[src/rtl/hqm_rcfwl_gclk_psocsync_ctrl_if.sv]
// Requester <-> PSoC sync controller bundle: enable/ack handshake, period
// configuration and the sync pulse / status outputs.
interface hqm_rcfwl_gclk_psocsync_ctrl_if #(
  parameter int unsigned PERIOD_W = 8,
  parameter int unsigned CNT_W    = 16
);
  logic                sync_en;
  logic [PERIOD_W-1:0] period_cfg;
  logic                sync_pulse;
  logic                sync_arrive;
  logic                sync_en_ack;
  logic                busy;
  logic [CNT_W-1:0]    pulse_cnt;

  modport master (
    output sync_en, period_cfg,
    input  sync_pulse, sync_arrive, sync_en_ack, busy, pulse_cnt
  );

  modport slave (
    input  sync_en, period_cfg,
    output sync_pulse, sync_arrive, sync_en_ack, busy, pulse_cnt
  );
endinterface

[src/rtl/hqm_rcfwl_gclk_psocsync_ctrl.sv]
// PSoC sync pulse controller: 4-phase enable/ack handshake, periodic
// single-cycle sync pulses, and a shadow of the repeater chain so the
// leaf arrival is predicted and ack is held until every pulse has landed.
module hqm_rcfwl_gclk_psocsync_ctrl #(
  parameter int unsigned NUM_OF_RPTRS = 1,
  parameter int unsigned PERIOD_W     = 8,
  parameter int unsigned CNT_W        = 16
) (
  input logic                            adop_postclk_free,
  input logic                            rst,
  hqm_rcfwl_gclk_psocsync_ctrl_if.slave  bus
);

  typedef enum logic [1:0] {
    ST_IDLE,
    ST_ARM,
    ST_RUN,
    ST_DRAIN
  } state_t;

  state_t              r_state;
  state_t              w_state_nxt;
  logic [PERIOD_W-1:0] r_peff;
  logic [PERIOD_W-1:0] w_peff;
  logic [PERIOD_W-1:0] r_cnt;
  logic [PERIOD_W-1:0] w_cnt_nxt;
  logic                r_pulse;
  logic                w_pulse_nxt;
  logic                r_ack;
  logic                w_ack_nxt;
  logic                r_busy;
  logic [CNT_W-1:0]    r_pcnt;
  logic [CNT_W-1:0]    w_pcnt_nxt;
  logic                w_trk_empty;

  // Effective period: sampled (and clamped to >= 2) only while in ARM.
  always_comb begin
    w_peff = r_peff;
    if (r_state == ST_ARM) begin
      w_peff = (bus.period_cfg < PERIOD_W'(2)) ? PERIOD_W'(2) : bus.period_cfg;
    end
  end

  // Next-state, pulse scheduling, handshake and pulse counter.
  // The pulse is registered, so the decision for cycle n+1 is made in cycle n
  // from the down-counter; ARM leaves the counter at 0 so RUN opens with a pulse.
  always_comb begin
    w_state_nxt = r_state;
    w_cnt_nxt   = r_cnt;
    w_pulse_nxt = 1'b0;
    w_ack_nxt   = r_ack;
    w_pcnt_nxt  = r_pcnt;
    case (r_state)
      ST_IDLE: begin
        if (bus.sync_en && !r_ack) begin
          w_state_nxt = ST_ARM;
          w_cnt_nxt   = '0;
          w_pcnt_nxt  = '0;
        end
      end
      ST_ARM, ST_RUN: begin
        if (bus.sync_en) begin
          w_state_nxt = ST_RUN;
          w_ack_nxt   = 1'b1;
          if (r_cnt == '0) begin
            w_pulse_nxt = 1'b1;
            w_cnt_nxt   = w_peff - PERIOD_W'(1);
            w_pcnt_nxt  = r_pcnt + CNT_W'(1);
          end else begin
            w_cnt_nxt   = r_cnt - PERIOD_W'(1);
          end
        end else begin
          w_state_nxt = ST_DRAIN;
        end
      end
      ST_DRAIN: begin
        if (w_trk_empty) begin
          w_state_nxt = ST_IDLE;
          w_ack_nxt   = 1'b0;
        end
      end
      default: begin
        w_state_nxt = ST_IDLE;
      end
    endcase
  end

  // State and output registers.
  always_ff @(posedge adop_postclk_free) begin
    if (rst) begin
      r_state <= ST_IDLE;
      r_peff  <= PERIOD_W'(2);
      r_cnt   <= '0;
      r_pulse <= 1'b0;
      r_ack   <= 1'b0;
      r_busy  <= 1'b0;
      r_pcnt  <= '0;
    end else begin
      r_state <= w_state_nxt;
      r_peff  <= w_peff;
      r_cnt   <= w_cnt_nxt;
      r_pulse <= w_pulse_nxt;
      r_ack   <= w_ack_nxt;
      r_busy  <= (w_state_nxt != ST_IDLE);
      r_pcnt  <= w_pcnt_nxt;
    end
  end

  // In-flight tracker. A pulse sitting in the last stage is arriving this
  // cycle, so "empty" means nothing upstream of that stage (including the
  // pulse register) is still set.
  if (NUM_OF_RPTRS == 0) begin : g_trk_none
    assign w_trk_empty     = 1'b1;
    assign bus.sync_arrive = r_pulse;
  end else if (NUM_OF_RPTRS == 1) begin : g_trk_one
    logic r_trk;
    // Single repeater stage shadow.
    always_ff @(posedge adop_postclk_free) begin
      if (rst) r_trk <= 1'b0;
      else     r_trk <= r_pulse;
    end
    assign w_trk_empty     = !r_pulse;
    assign bus.sync_arrive = r_trk;
  end else begin : g_trk_multi
    logic [NUM_OF_RPTRS-1:0] r_trk;
    // Repeater chain shadow shift register.
    always_ff @(posedge adop_postclk_free) begin
      if (rst) r_trk <= '0;
      else     r_trk <= {r_trk[NUM_OF_RPTRS-2:0], r_pulse};
    end
    assign w_trk_empty     = !r_pulse && (r_trk[NUM_OF_RPTRS-2:0] == '0);
    assign bus.sync_arrive = r_trk[NUM_OF_RPTRS-1];
  end

  assign bus.sync_pulse  = r_pulse;
  assign bus.sync_en_ack = r_ack;
  assign bus.busy        = r_busy;
  assign bus.pulse_cnt   = r_pcnt;

endmodule

[src/flat_wrapper.sv]
// flat-port wrapper written by rule: the top's interface ports become plain ports
module hqm_rcfwl_gclk_psocsync_ctrl_flat 
#(
  parameter int unsigned NUM_OF_RPTRS = 1,
  parameter int unsigned PERIOD_W     = 8,
  parameter int unsigned CNT_W        = 16
)
  (adop_postclk_free, rst, bus_sync_en, bus_period_cfg, bus_sync_pulse, bus_sync_arrive, bus_sync_en_ack, bus_busy, bus_pulse_cnt);
  hqm_rcfwl_gclk_psocsync_ctrl_if #(.PERIOD_W(PERIOD_W), .CNT_W(CNT_W)) bus_i ();
  input logic adop_postclk_free;
  input logic rst;
  input wire logic [$bits(bus_i.sync_en)-1:0] bus_sync_en;
  input wire logic [$bits(bus_i.period_cfg)-1:0] bus_period_cfg;
  output wire logic [$bits(bus_i.sync_pulse)-1:0] bus_sync_pulse;
  output wire logic [$bits(bus_i.sync_arrive)-1:0] bus_sync_arrive;
  output wire logic [$bits(bus_i.sync_en_ack)-1:0] bus_sync_en_ack;
  output wire logic [$bits(bus_i.busy)-1:0] bus_busy;
  output wire logic [$bits(bus_i.pulse_cnt)-1:0] bus_pulse_cnt;
  assign bus_i.sync_en = bus_sync_en;
  assign bus_i.period_cfg = bus_period_cfg;
  assign bus_sync_pulse = bus_i.sync_pulse;
  assign bus_sync_arrive = bus_i.sync_arrive;
  assign bus_sync_en_ack = bus_i.sync_en_ack;
  assign bus_busy = bus_i.busy;
  assign bus_pulse_cnt = bus_i.pulse_cnt;
  hqm_rcfwl_gclk_psocsync_ctrl #(.NUM_OF_RPTRS(NUM_OF_RPTRS), .PERIOD_W(PERIOD_W), .CNT_W(CNT_W)) u_core (.adop_postclk_free(adop_postclk_free), .rst(rst), .bus(bus_i));
endmodule
[config.mk]
export PLATFORM = sky130hd
export DESIGN_NAME = hqm_rcfwl_gclk_psocsync_ctrl_flat
export DESIGN_NICKNAME = d
export VERILOG_FILES = /design/src/rtl/hqm_rcfwl_gclk_psocsync_ctrl_if.sv /design/src/rtl/hqm_rcfwl_gclk_psocsync_ctrl.sv /design/src/flat_wrapper.sv
export SDC_FILE = /design/constraint.sdc
export NUM_CORES = 1
export LEC_CHECK = 0
export ABC_AREA = 1
export ABC_CLOCK_PERIOD_IN_PS = 5500
export CAP_MARGIN = 20
export CORE_ASPECT_RATIO = 0.5
export CORE_MARGIN = 10
export CORE_UTILIZATION = 40
export DETAILED_ROUTE_END_ITERATION = 7
export PLACE_DENSITY = 0.61
export SYNTH_ARGS = -nofsm -noshare
export SYNTH_HDL_FRONTEND = slang
export SYNTH_SLANG_ARGS = --single-unit
[constraint.sdc]
create_clock -name adop_postclk_free -period 5.5 [get_ports adop_postclk_free]
set_clock_uncertainty 0.15 [all_clocks]
set_input_delay 1.1 -clock adop_postclk_free [delete_from_list [all_inputs] [get_ports adop_postclk_free]]
set_output_delay 1.1 -clock adop_postclk_free [all_outputs]
set_load 0.05 [all_outputs]
==> results.cfg <==
[status]
outcome = completed

[timing]
tightestPinTransition_ns = 0.707
rsz0062_at_grt = false
finalCritPeriodShare = 0.523
hold_violations = 0
finalSetupTns_ns = 0
fmax_ghz = 0.348
timing.final.max_slew_violations = 0
fin_crit_ns = 2.88
relSlewSlack = 0.525
finalSetupViolCount = 0

[worst_setup_path]
worstSetupPathDepth = 1
crit_start = u_core.bus.pulse_cnt[0]$_SDFFE_PP0P_
crit_path_max_fanout = 7
critical-path-slowest-cell = clkdlybuf4s50_1
crit_arrival_ns = 1.63
crit_path_start_kind = register
critPathMaxStageDelay_ns = 0.86
path_cells = clkdlybuf4s50_1
cp_top_family = buffers and inverters
critPathBufInv = 1
r2r_cells = 12
crit_type = reg -> out
end_kind = primary output
worstPathRequired_ns = 4.25
timing.rr.start = u_core.r_state[0]$_SDFF_PP0_

[power]
vdd_drop_max_uv = 116
power_density_mw_per_mm2 = 313
leakagePower_uw = 0.00108

[final_layout]
mostFrequentLayoutCells = 72 x nand2_1, 38 x dfxtp_1, 37 x inv_1
final_common_cell = nand2_1
nets = 348
drive_gt1_frac = 0.0991
utilization = 0.513
syn2layout_area_growth_pct = 22.2
seq_area_um2 = 761
multi_input_area_mm2 = 0.00117
diodes = 0
fillers = 499

[placement]
dp_hpwl_um = 3780
gp_congestion = 0.797
numPortBuffers = 30

[clock_tree]
cts_hold_buf = 0
root_buffer = clkbuf_8
cts_tree = yes
clk-insertion-delay-late_ns = 0.30
cts_buffer_depth = 2
numClockSinks = 38
postCtsSetupRepairBufs = 0
worst_setup_hold_path_clk_slew_ns = 0.08
htree_levels = 2
cts-buffers-inserted = 5
cts_resized = 0

[route]
drc = 0
wire_per_inst_um = 12.6
ant_nets = 0
initialDrtViolationCount = 99
vias = 1944
routed_wl_um = 5080
first_pass_iters = 4
viasPerCell = 4.82

[logic_synthesis]
syn_area_mm2 = 0.00211
synthCells = 298
seq_area_frac_synth = 0.361
syn_avg_cell_area_um2 = 7.08
synth.distinct_cells = 38
syn-num-nets = 314
yosysWarnings = 0
synth_seq_cells = 38

[grt]
grtUsageMet3 = 0.0461
busiest_layer = met2
grt_use_met1 = 0.142
grt_max_degree = 29
grt_pass1_vias = 1890
grt.total_usage = 0.121
grt-ovfl-total = 0
grtUsageMet2 = 0.197
grt_pass1_wl_um = 8600
antenna_found_initial = 0

[floorplanning]
core_mm2 = 0.00502
start_util = 0.420
num_rows = 18
dieHeight_um = 71.4
die_w_um = 123
die-area_mm2 = 0.00875
ios = 31

[worst_hold_path]
min_path_type = reg -> reg
hold_start = u_core.bus.sync_pulse$_SDFF_PP0_
hold_depth = 2

[job]
cap_viol_max_count = 0
-- path summary, 6_finish.rpt --
check	endpoint	slack [ns]
max	bus_pulse_cnt[0]	2.62
max reg2reg	u_core.bus.pulse_cnt[14]$_SDFFE_PP0P_	3.12
min	u_core.bus.sync_arrive$_SDFF_PP0_	0.30
min reg2reg	u_core.bus.sync_arrive$_SDFF_PP0_	0.30
-- synthesized netlist by cell type, drive strengths merged --
master,instances,area share
a211oi,1,0.0036
a21oi,28,0.070
a221oi,1,0.0042
a31oi,1,0.0030
buf,1,0.0036
clkbuf,3,0.0053
dfxtp,38,0.36
ha,5,0.030
inv,40,0.074
mux2i,1,0.0047
nand2,79,0.16
nand3,17,0.040
nand3b,1,0.0036
nand4,3,0.0089
nor2,35,0.088
nor3,13,0.042
nor3b,4,0.017
nor4,1,0.0030
o211ai,1,0.0036
o21ai,12,0.028
o21bai,1,0.0036
o22ai,1,0.0030
o31ai,1,0.0036
or2,3,0.010
xnor2,1,0.0042
xor2,6,0.025
-- through the flow --
step                      setup slack, ns  hold WS, ns  instances  cell area (um^2)  total power (uW)
final                                2.62        0.301        403              2580               806
after global routing                 2.38        0.339        403              2580               869
after CTS                            2.62        0.310        403              2580               812
after detailed placement             2.38        0.295        395              2490               609
after global placement               2.43        0.289        395              2490               603
after floorplan                      3.02        0.296        298              2110               543
-- area by class of cell --
class / count / area share
clock inverter: 1 / 0.00194
clock buffer: 7 / 0.0335
timing repair buffer: 31 / 0.119
tap: 70 / 0.0340
inverter: 40 / 0.0602
sequential: 38 / 0.295
multi-input combinational: 216 / 0.456
-- metal layers --
metal / wire, um / vias up / share of wire
met5: 0 / - / 0
met4: 72 / 0 / 0.014
met3: 349 / 10 / 0.069
met2: 2290 / 34 / 0.45
met1: 2360 / 876 / 0.47
li1: - / 1024 / -
-- power breakdown --
part           internal, uW  switching, uW
Sequential              293           10.9
Clock                   101            100
Combinational          97.3            203
Total                   491            314
-- registers in the layout (all words and copies together), names as in the netlist --
name and cells:
u_core.r_peff 8, u_core.bus.sync_en_ack 1, u_core.bus.busy 1, u_core.bus.sync_arrive 1
u_core.bus.sync_pulse 1, u_core.r_state 2, u_core.r_cnt 8, u_core.bus.pulse_cnt 16
-- cell families after synthesis --
family / Yosys count / share of synthesized area
DFF: 38 / 0.361
muxes: 1 / 0.00475
and+or+nand+nor: 156 / 0.371
xor gates and xnor gates: 7 / 0.0291
AOI/OAI and AO/OA: 47 / 0.123
adders and majority gates: 5 / 0.0297
buffers and inverters: 44 / 0.0824
Note: power is estimated with default switching activity, not from simulation.
